File: src/rtl/ex_muldiv_if.sv
// Valid/ready bundle between the execute stage and the mul/div unit.
// The master side is the execute stage; the slave side is the unit.
interface ex_muldiv_if #(
  parameter int XLEN  = 32,
  parameter int TAG_W = 5
);
  logic             in_valid;
  logic             in_ready;
  logic [2:0]       in_op;
  logic [XLEN-1:0]  in_a;
  logic [XLEN-1:0]  in_b;
  logic [TAG_W-1:0] in_tag;
  logic             hold;
  logic             flush;
  logic             out_valid;
  logic             out_ready;
  logic [XLEN-1:0]  out_result;
  logic [TAG_W-1:0] out_tag;
  logic             busy;

  modport master (
    output in_valid, in_op, in_a, in_b, in_tag,
    output hold, flush, out_ready,
    input  in_ready, out_valid, out_result,
    input  out_tag, busy
  );

  modport slave (
    input  in_valid, in_op, in_a, in_b, in_tag,
    input  hold, flush, out_ready,
    output in_ready, out_valid, out_result,
    output out_tag, busy
  );
endinterface

File: src/rtl/ex_muldiv_unit.sv
// RV32M/RV64M multi-cycle multiply/divide unit for the execute stage.
// MULDIV_EARLY_OUT_EN: short-cut divides whose quotient is zero.
module ex_muldiv_unit #(
  parameter int XLEN        = 32,
  parameter int MUL_LATENCY = 4,
  parameter int TAG_W       = 5
) (
  input  logic        clock,
  input  logic        reset,
  ex_muldiv_if.slave  io
);

`ifdef MULDIV_EARLY_OUT_EN
  localparam bit EARLY = 1'b1;
`else
  localparam bit EARLY = 1'b0;
`endif

  localparam int CW = $clog2(XLEN);
  localparam int MCNT =
    (MUL_LATENCY > 1) ? MUL_LATENCY - 2 : 0;

  typedef enum logic [2:0] {
    S_IDLE, S_MUL, S_DIV, S_FIX, S_DONE
  } state_e;

  state_e           state_q, state_d;
  logic [CW-1:0]    cnt_q, cnt_d;
  logic [XLEN-1:0]  a_q, a_d;
  logic [XLEN-1:0]  b_q, b_d;
  logic [2:0]       op_q, op_d;
  logic [TAG_W-1:0] tag_q, tag_d;
  logic [XLEN-1:0]  rem_q, rem_d;
  logic [XLEN-1:0]  dvd_q, dvd_d;
  logic             qneg_q, qneg_d;
  logic             rneg_q, rneg_d;
  logic [XLEN-1:0]  res_q, res_d;

  logic idle;
  assign idle = (state_q == S_IDLE);

  assign io.in_ready   = idle && !io.hold;
  assign io.busy       = !idle;
  assign io.out_valid  = (state_q == S_DONE);
  assign io.out_result = res_q;
  assign io.out_tag    = tag_q;

  // With MUL_LATENCY=1 the product is taken straight from the inputs.
  logic [XLEN-1:0]   ma, mb;
  logic [2:0]        mop;
  logic              sa, sb;
  logic [2*XLEN-1:0] xa, xb, prod;
  logic [XLEN-1:0]   mul_res;

  always_comb begin
    ma  = idle ? io.in_a  : a_q;
    mb  = idle ? io.in_b  : b_q;
    mop = idle ? io.in_op : op_q;
    sa  = (mop == 3'd1) || (mop == 3'd2);
    sb  = (mop == 3'd1);
    xa  = {{XLEN{sa & ma[XLEN-1]}}, ma};
    xb  = {{XLEN{sb & mb[XLEN-1]}}, mb};
    prod = xa * xb;
    mul_res = (mop == 3'd0) ? prod[XLEN-1:0]
                            : prod[2*XLEN-1:XLEN];
  end

  logic            dsgn, a_neg, b_neg;
  logic            b_zero, ovf, is_rem;
  logic [XLEN-1:0] a_mag, b_mag, spec_res;

  always_comb begin
    dsgn   = !io.in_op[0];
    is_rem = io.in_op[1];
    a_neg  = dsgn & io.in_a[XLEN-1];
    b_neg  = dsgn & io.in_b[XLEN-1];
    a_mag  = a_neg ? -io.in_a : io.in_a;
    b_mag  = b_neg ? -io.in_b : io.in_b;
    b_zero = (io.in_b == '0);
    ovf    = dsgn
          && (io.in_a == {1'b1, {(XLEN-1){1'b0}}})
          && (io.in_b == '1);
    if (b_zero)
      spec_res = is_rem ? io.in_a : '1;
    else
      spec_res = is_rem ? '0 : io.in_a;
  end

  // One restoring step: shift in the next dividend bit, trial-subtract.
  logic [XLEN-1:0] s_rem, s_dvd, s_b;
  logic [XLEN:0]   trial;
  logic            ge;
  logic [XLEN-1:0] nrem, ndvd;

  always_comb begin
    s_rem = idle ? '0    : rem_q;
    s_dvd = idle ? a_mag : dvd_q;
    s_b   = idle ? b_mag : b_q;
    trial = {s_rem, s_dvd[XLEN-1]};
    ge    = (trial >= {1'b0, s_b});
    nrem  = ge ? (trial[XLEN-1:0] - s_b)
               : trial[XLEN-1:0];
    ndvd  = {s_dvd[XLEN-2:0], ge};
  end

  logic [XLEN-1:0] fix_q, fix_r;
  assign fix_q = qneg_q ? -dvd_q : dvd_q;
  assign fix_r = rneg_q ? -rem_q : rem_q;

  always_comb begin
    state_d = state_q;
    cnt_d   = cnt_q;
    a_d     = a_q;
    b_d     = b_q;
    op_d    = op_q;
    tag_d   = tag_q;
    rem_d   = rem_q;
    dvd_d   = dvd_q;
    qneg_d  = qneg_q;
    rneg_d  = rneg_q;
    res_d   = res_q;
    if (!io.hold) begin
      if (io.flush) begin
        state_d = S_IDLE;
      end else begin
        unique case (state_q)
          S_IDLE: if (io.in_valid) begin
            a_d   = io.in_a;
            b_d   = io.in_b;
            op_d  = io.in_op;
            tag_d = io.in_tag;
            if (!io.in_op[2]) begin
              if (MUL_LATENCY == 1) begin
                state_d = S_DONE;
                res_d   = mul_res;
              end else begin
                state_d = S_MUL;
                cnt_d   = CW'(MCNT);
              end
            end else if (b_zero || ovf) begin
              state_d = S_DONE;
              res_d   = spec_res;
            end else if (EARLY && !dsgn &&
                         io.in_a < io.in_b) begin
              state_d = S_DONE;
              res_d   = is_rem ? io.in_a : '0;
            end else begin
              b_d    = b_mag;
              qneg_d = a_neg ^ b_neg;
              rneg_d = a_neg;
              if (EARLY && dsgn && a_mag < b_mag) begin
                state_d = S_FIX;
                dvd_d   = '0;
                rem_d   = a_mag;
              end else begin
                state_d = S_DIV;
                cnt_d   = CW'(XLEN - 2);
                dvd_d   = ndvd;
                rem_d   = nrem;
              end
            end
          end
          S_MUL: begin
            if (cnt_q == '0) begin
              state_d = S_DONE;
              res_d   = mul_res;
            end else begin
              cnt_d = cnt_q - 1'b1;
            end
          end
          S_DIV: begin
            dvd_d = ndvd;
            rem_d = nrem;
            if (cnt_q == '0)
              state_d = S_FIX;
            else
              cnt_d = cnt_q - 1'b1;
          end
          S_FIX: begin
            res_d   = op_q[1] ? fix_r : fix_q;
            state_d = S_DONE;
          end
          S_DONE: if (io.out_ready) state_d = S_IDLE;
          default: state_d = S_IDLE;
        endcase
      end
    end
  end

  always_ff @(posedge clock) begin
    if (reset) begin
      state_q <= S_IDLE;
      cnt_q   <= '0;
      a_q     <= '0;
      b_q     <= '0;
      op_q    <= '0;
      tag_q   <= '0;
      rem_q   <= '0;
      dvd_q   <= '0;
      qneg_q  <= 1'b0;
      rneg_q  <= 1'b0;
      res_q   <= '0;
    end else begin
      state_q <= state_d;
      cnt_q   <= cnt_d;
      a_q     <= a_d;
      b_q     <= b_d;
      op_q    <= op_d;
      tag_q   <= tag_d;
      rem_q   <= rem_d;
      dvd_q   <= dvd_d;
      qneg_q  <= qneg_d;
      rneg_q  <= rneg_d;
      res_q   <= res_d;
    end
  end

endmodule

File: src/flat_wrapper.sv
// flat-port wrapper written by rule: the top's interface ports become plain ports
module ex_muldiv_unit_flat 
#(
  parameter int XLEN        = 32,
  parameter int MUL_LATENCY = 4,
  parameter int TAG_W       = 5
)
  (clock, reset, io_in_valid, io_in_op, io_in_a, io_in_b, io_in_tag, io_hold, io_flush, io_out_ready, io_in_ready, io_out_valid, io_out_result, io_out_tag, io_busy);
  ex_muldiv_if #(.XLEN(XLEN), .TAG_W(TAG_W)) io_i ();
  input  logic clock;
  input  logic reset;
  input wire logic [$bits(io_i.in_valid)-1:0] io_in_valid;
  input wire logic [$bits(io_i.in_op)-1:0] io_in_op;
  input wire logic [$bits(io_i.in_a)-1:0] io_in_a;
  input wire logic [$bits(io_i.in_b)-1:0] io_in_b;
  input wire logic [$bits(io_i.in_tag)-1:0] io_in_tag;
  input wire logic [$bits(io_i.hold)-1:0] io_hold;
  input wire logic [$bits(io_i.flush)-1:0] io_flush;
  input wire logic [$bits(io_i.out_ready)-1:0] io_out_ready;
  output wire logic [$bits(io_i.in_ready)-1:0] io_in_ready;
  output wire logic [$bits(io_i.out_valid)-1:0] io_out_valid;
  output wire logic [$bits(io_i.out_result)-1:0] io_out_result;
  output wire logic [$bits(io_i.out_tag)-1:0] io_out_tag;
  output wire logic [$bits(io_i.busy)-1:0] io_busy;
  assign io_i.in_valid = io_in_valid;
  assign io_i.in_op = io_in_op;
  assign io_i.in_a = io_in_a;
  assign io_i.in_b = io_in_b;
  assign io_i.in_tag = io_in_tag;
  assign io_i.hold = io_hold;
  assign io_i.flush = io_flush;
  assign io_i.out_ready = io_out_ready;
  assign io_in_ready = io_i.in_ready;
  assign io_out_valid = io_i.out_valid;
  assign io_out_result = io_i.out_result;
  assign io_out_tag = io_i.out_tag;
  assign io_busy = io_i.busy;
  ex_muldiv_unit #(.XLEN(XLEN), .MUL_LATENCY(MUL_LATENCY), .TAG_W(TAG_W)) u_core (.clock(clock), .reset(reset), .io(io_i));
endmodule
File: config.mk
export PLATFORM = sky130hd
export DESIGN_NAME = ex_muldiv_unit_flat
export DESIGN_NICKNAME = d
export VERILOG_FILES = /design/src/rtl/ex_muldiv_if.sv /design/src/rtl/ex_muldiv_unit.sv /design/src/flat_wrapper.sv
export SDC_FILE = /design/constraint.sdc
export NUM_CORES = 2
export LEC_CHECK = 0
export ABC_AREA = 1
export CORE_AREA = 2 2 316 318
export DETAILED_ROUTE_END_ITERATION = 10
export DIE_AREA = 0 0 318 320
export PLACE_DENSITY = 0.74
export SLEW_MARGIN = 0
export SYNTH_ARGS = -nofsm -noshare
export SYNTH_HDL_FRONTEND = slang
export SYNTH_SLANG_ARGS = --single-unit
export TNS_END_PERCENT = 5
File: constraint.sdc
create_clock -name clock -period 9.7 [get_ports clock]
set_input_delay 2.425 -clock clock [delete_from_list [all_inputs] [get_ports clock]]
set_output_delay 2.425 -clock clock [all_outputs]
set_load 0.02 [all_outputs]
== Word-level counts from Yosys, hierarchy flattened ==
Cells that the tools add are included.
Storage, ports and cells
  flip-flop bits (word level): 178
  bits in latches: 0
  RAM bits: 0
  ROM bits: 0
  memories kept: 0
Operators by class
  $add $sub $neg: 6
  $mul: 1
  divide/modulo/power cells: 0
  magnitude comparators: 1
  equal/unequal tests: 19
  shift operators: 0
  multiplexer cells: 44
  bitwise logic cells: 8
  reduce and logical (&&, ||, !) cells: 22
Operators with widths (count)
  32-bit two-way mux: 27
  32-bit negation: 4
  32-bit one-hot mux with 2 select lines: 2
  32-bit one-hot mux with 3 select lines: 1
  32-bit equality test, second input constant: 2
  33-bit by 33-bit multiplier with 64-bit output: 1
  33-bit by 32-bit >= comparator with 1-bit output: 1
  32-bit logical NOT: 1
  32-bit subtractor: 1
  3-bit two-way mux: 8
  5-bit two-way mux: 4
  6-bit AND reduction: 3
  3-bit one-hot mux with 5 select lines: 1
  2-bit != test, second input constant: 5
  5-bit one-hot mux with 2 select lines: 1
  3-bit by 2-bit equality test with 1-bit output, second input constant: 3
  3-bit != test, second input constant: 3
  7-bit AND reduction: 1
  3-bit by 1-bit equality test with 1-bit output, second input constant: 2
  3-bit logical NOT: 2
  3-bit by 2-bit != test with 1-bit output, second input constant: 2
  5-bit logical NOT: 1
  5-bit AND reduction: 1
  5-bit by 1-bit subtractor with 5-bit output, second input constant: 1
  other kinds (12): 23

== Logic depth before layout (Yosys ltp) ==
  word-level depth: 10
  gate-level depth with buffers: 41
  mapped depth without buffers: 39

== Worst setup path before layout ==
Ideal clock, no wire load.
  path kind: in2reg
  start: input port io_in_op[2]
  end: register u_core.res_q[26] (netlist: u_core.io.out_result[26])
  setup time: 0.119 ns
  arrival time: 10.085 ns
  path slack: -0.505 ns
  stages: 33
  cell sequence: inv_1 -> nand3_1 -> nand2_1 -> nand3_2 -> nand2_2 -> nand2_1 -> clkbuf_1 -> nor2_1 -> fa_1 -> inv_1 -> fa_1 -> inv_1 -> fa_1 -> inv_1 -> fa_1 -> inv_1 -> fa_1 -> fa_1 -> inv_1 -> fa_1 -> fa_1 -> inv_1 -> ha_1 -> nand2_1 -> nor2_1 -> inv_1 -> nor2_1 -> nand2_1 -> or2_2 -> nand4_1 -> nand2_1 -> o21bai_1 -> a21oi_1
Between the ends
  longest elaborated chain between the ends: 8
RTL lines
  start: declaration: line flat_wrapper.sv:13  | input wire logic [$bits(io_i.in_op)-1:0] io_in_op;
  3-bit two-way mux: line ex_muldiv_unit.sv:58  | mop = idle ? io.in_op : op_q;
  3-bit by 1-bit equality test with 1-bit output or 3-bit by 2-bit equality test with 1-bit output (tied branches): line ex_muldiv_unit.sv:59, ex_muldiv_unit.sv:60
  1-bit logical OR: line ex_muldiv_unit.sv:59  | sa = (mop == 3'd1) || (mop == 3'd2);
  1-bit bitwise AND: line ex_muldiv_unit.sv:61  | xa = {{XLEN{sa & ma[XLEN-1]}}, ma};
  33-bit by 33-bit multiplier with 64-bit output: line ex_muldiv_unit.sv:63  | prod = xa * xb;
  32-bit two-way mux: line ex_muldiv_unit.sv:64  | mul_res = (mop == 3'd0) ? prod[XLEN-1:0]
  32-bit two-way mux: line ex_muldiv_unit.sv:164  | if (cnt_q == '0) begin
  32-bit one-hot mux with 3 select lines: line ex_muldiv_unit.sv:126  | unique case (state_q)
  end signal: assignment: line ex_muldiv_unit.sv:214  | res_q <= res_d;
  end: declaration: line ex_muldiv_unit.sv:37  | logic [XLEN-1:0] res_q, res_d;
Parallel ways exist; a longest one is shown, timed or not. The select of a mux whose other input is x is not followed.
A chain may end at the register's enable or synchronous reset.

== Worst setup path in the final report ==
  start: input port io_in_a[11]
  end: register u_core.res_q[6] (netlist: u_core.io.out_result[6])
Between the ends
  longest elaborated chain between the ends: 6
RTL lines
  start: declaration: line flat_wrapper.sv:14  | input wire logic [$bits(io_i.in_a)-1:0] io_in_a;
  branches (longest 6 deep; another with 33-bit by 33-bit multiplier with 64-bit output)
Several ways; the timed one is not identified. The select of a mux whose other input is x is not followed.

==> qor.yml <==
outcome: "complete, no violations"
nets: 9423
io_pins: 118
synth_compound_area_share_pct: 10.2
cp_common_cell: "fa_1"
synthAdderAreaFrac_pct: 48.0
max_cap_viol_count: 0
cts_buffer_depth: 2
dpl_cell_area_um2: 63000
ys_types: 58
grt_util_met2_pct: 64.0
synth.top_cell.area_share_pct: 42.1
area_growth_pct: 24.0
arrival_ns: 9.93
cpLargestDelayFamily: "adder cells"
root_buffer: "clkbuf_16"
grt_max_degree: 71
place.gp.congestion: 1.07
hold_path.class: "reg -> reg"
yosysMostFrequentCell: "inv_1"
cts_tree: "built"
clock-sinks: 178
cts_buffers: 17
multi_input_area_um2: 44200
ys_top_cells_by_area: "fa_1 42%, inv_1 11%, nand2_1 9.4%"
r2r-start: "u_core.state_q[2]"
synthMuxAreaShare_pct: 0.0397
synthFlopType: "dfxtp_1"
ys_ff_latch: 178
grt_pass1_wl_um: 320000
die_y_um: 320
clk_latency_ns: 0.48
globalRouteMet1Util_pct: 57.3
ys_seq_area_share_pct: 6.65
max_slew_margin_pct: 25.7
yosys.area_share.simple_pct: 19.7
synth_nets: 8645
drc: 0
grt.busiest_layer: "met2"
synth_edf_count: 0
drt_pass1_iterations: 6
synth.cells.most_frequent: "1616 x inv_1, 1340 x nand2_1, 1126 x fa_1"
worstSetupStartpointType: "input port"
fp.dieW_um: 318
yosys.area_share.xor_xnor_pct: 1.21
path_clk_slew_ns: 0.09
worstSetupPathType: "in -> reg"
grt_pass1_vias: 51800
slew_violations: 0
hold_start: "u_core.b_q[0]"
avgSynthCellArea_um2: 7.45
syn_inst: 7190
antenna_found_initial: 8
row_count: 115
cp-startpoint: "io_in_a[11]"
wl_um: 217000
yosys.area.top_type: "fa_1"
stdcell_area_um2: 66400
critPathMaxStageDelay_ns: 0.60
port_buffers: 117
cp_num_buf_inv: 9
dpl.hpwl_um: 183000
cp-end-kind: "flop"
rsz0062_at_grt: "true"
synth_warnings: 0
post-route-min-period_ns: 9.56
first_iter_violations: 5960
crit_slowest_cell: "fa_2"
drive_gt1_share_pct: 19.0
core_um2: 98000
viasPerCell: 5.67
path_max_fanout: 10
cts.htree.levels: 4
num_vias: 52600
synth_area_um2: 53600
grt.overflow.total: 0
fmax_ghz: 0.105
final_antenna_net_count: 0
setup_viol: 0
finClkSkew_ns: 0.0217
fin_crit_sh_pct: 98.6
fill_cells: 8422
crit_required_ns: 10.07
seqCellArea_um2: 3560
die_area_um2: 102000
synth_top_family_by_area: "adder cells"
grt_use_met3_pct: 9.56
wl_per_cell_um: 23.4
grt.total_usage_pct: 42.6
synth-async-reset-ratio_pct: 0
start_util_pct: 54.7
hold_viol: 0
worst_pin_slew_ns: 1.11
through the flow:
step                      hold slack, ns  util [%]  setup WS (ns)  instances  TNS (ns)
after floorplan                    0.430         -         0.0144       7190         0
after global placement             0.440      64.3          -1.16       9162    -26.45
after detailed placement           0.452      64.3          -1.22       9162    -28.27
after CTS                          0.465      65.6        -0.0596       9200    -0.313
after global routing               0.486      67.8        -0.0722       9269    -0.717
final                              0.464      67.8          0.139       9271         0
metal layers:
| metal | wire [um] | share of wire [%] |
|---|---|---|
| met4 | 15500 | 7.1 |
| met5 | 85 | 0.039 |
| met2 | 94000 | 43 |
| met3 | 23800 | 11 |
| met1 | 83900 | 39 |
worst min-delay path, delay by kind of cell, from the launching register on:
family	cells	cell delay, ns
AOI/OAI and AO/OA	1	0.06
buffers and inverters	1	0.06
DFF	1	0.30
what timing repair did:
| action | 4_1_cts | 5_1_grt |
|---|---|---|
| buffers inserted | 6 | 65 |
| gates resized for setup | 193 | 450 |
| gates cloned | 1 | 4 |
| setup endpoints to repair | 32 | 32 |
| pin swaps | 22 | 164 |
| hold buffers | 0 | 0 |
state kept, by name, summed over array words and instances (netlist names):
signal	flops
u_core.dvd_q	32
u_core.a_q	32
u_core.rem_q	32
u_core.cnt_q	5
u_core.qneg_q	1
u_core.state_q	3
u_core.rneg_q	1
u_core.b_q	32
u_core.io.out_tag	5
u_core.op_q	3
u_core.io.out_result	32
kinds of logic (layout without fill, tap and decap cells):
kind of cell               Yosys count  after routing
AOI/OAI and AO/OA                  970            970
xor gates and xnor gates            74             74
adders and majority gates         1382           1382
buffers and inverters             1960           2751
DFF                                178            178
muxes                                2              2
other                                0              3
and+or+nand+nor                   2624           2624
final cells by class:
type	instances	area share (%)
Clock inverter	15	0.215
Sequential cell	178	5.37
Multi-Input combinational cell	5052	66.5
Inverter	1655	9.46
Clock buffer	17	0.641
Antenna cell	3	0.0113
Tap cell	1287	2.42
Timing Repair Buffer	1064	15.3
final timing paths:
check / cells after the start / slack, ns / to
worst min-delay path: 2 / 0.46 / u_core.b_q[0]
worst max-delay path: 33 / 0.14 / u_core.io.out_result[6]
worst min register to register: 2 / 0.46 / u_core.b_q[0]
worst max register to register: 39 / 0.73 / u_core.io.out_result[19]
layout by cell type (no fill, tap or decap), drive strengths merged, types with 57 or more instances in the layout:
master and count:
buf 944, clkdlybuf4s50 65, nand3 219, nor3 57, nand2 1353, fa 1126, a21oi 345, inv 1651
o21ai 431, nor2 906, dfxtp 178, ha 251
Power is left out: the tool's default activity adds up to more than one toggle a clock period on the data nets, which glitch-free logic cannot reach.
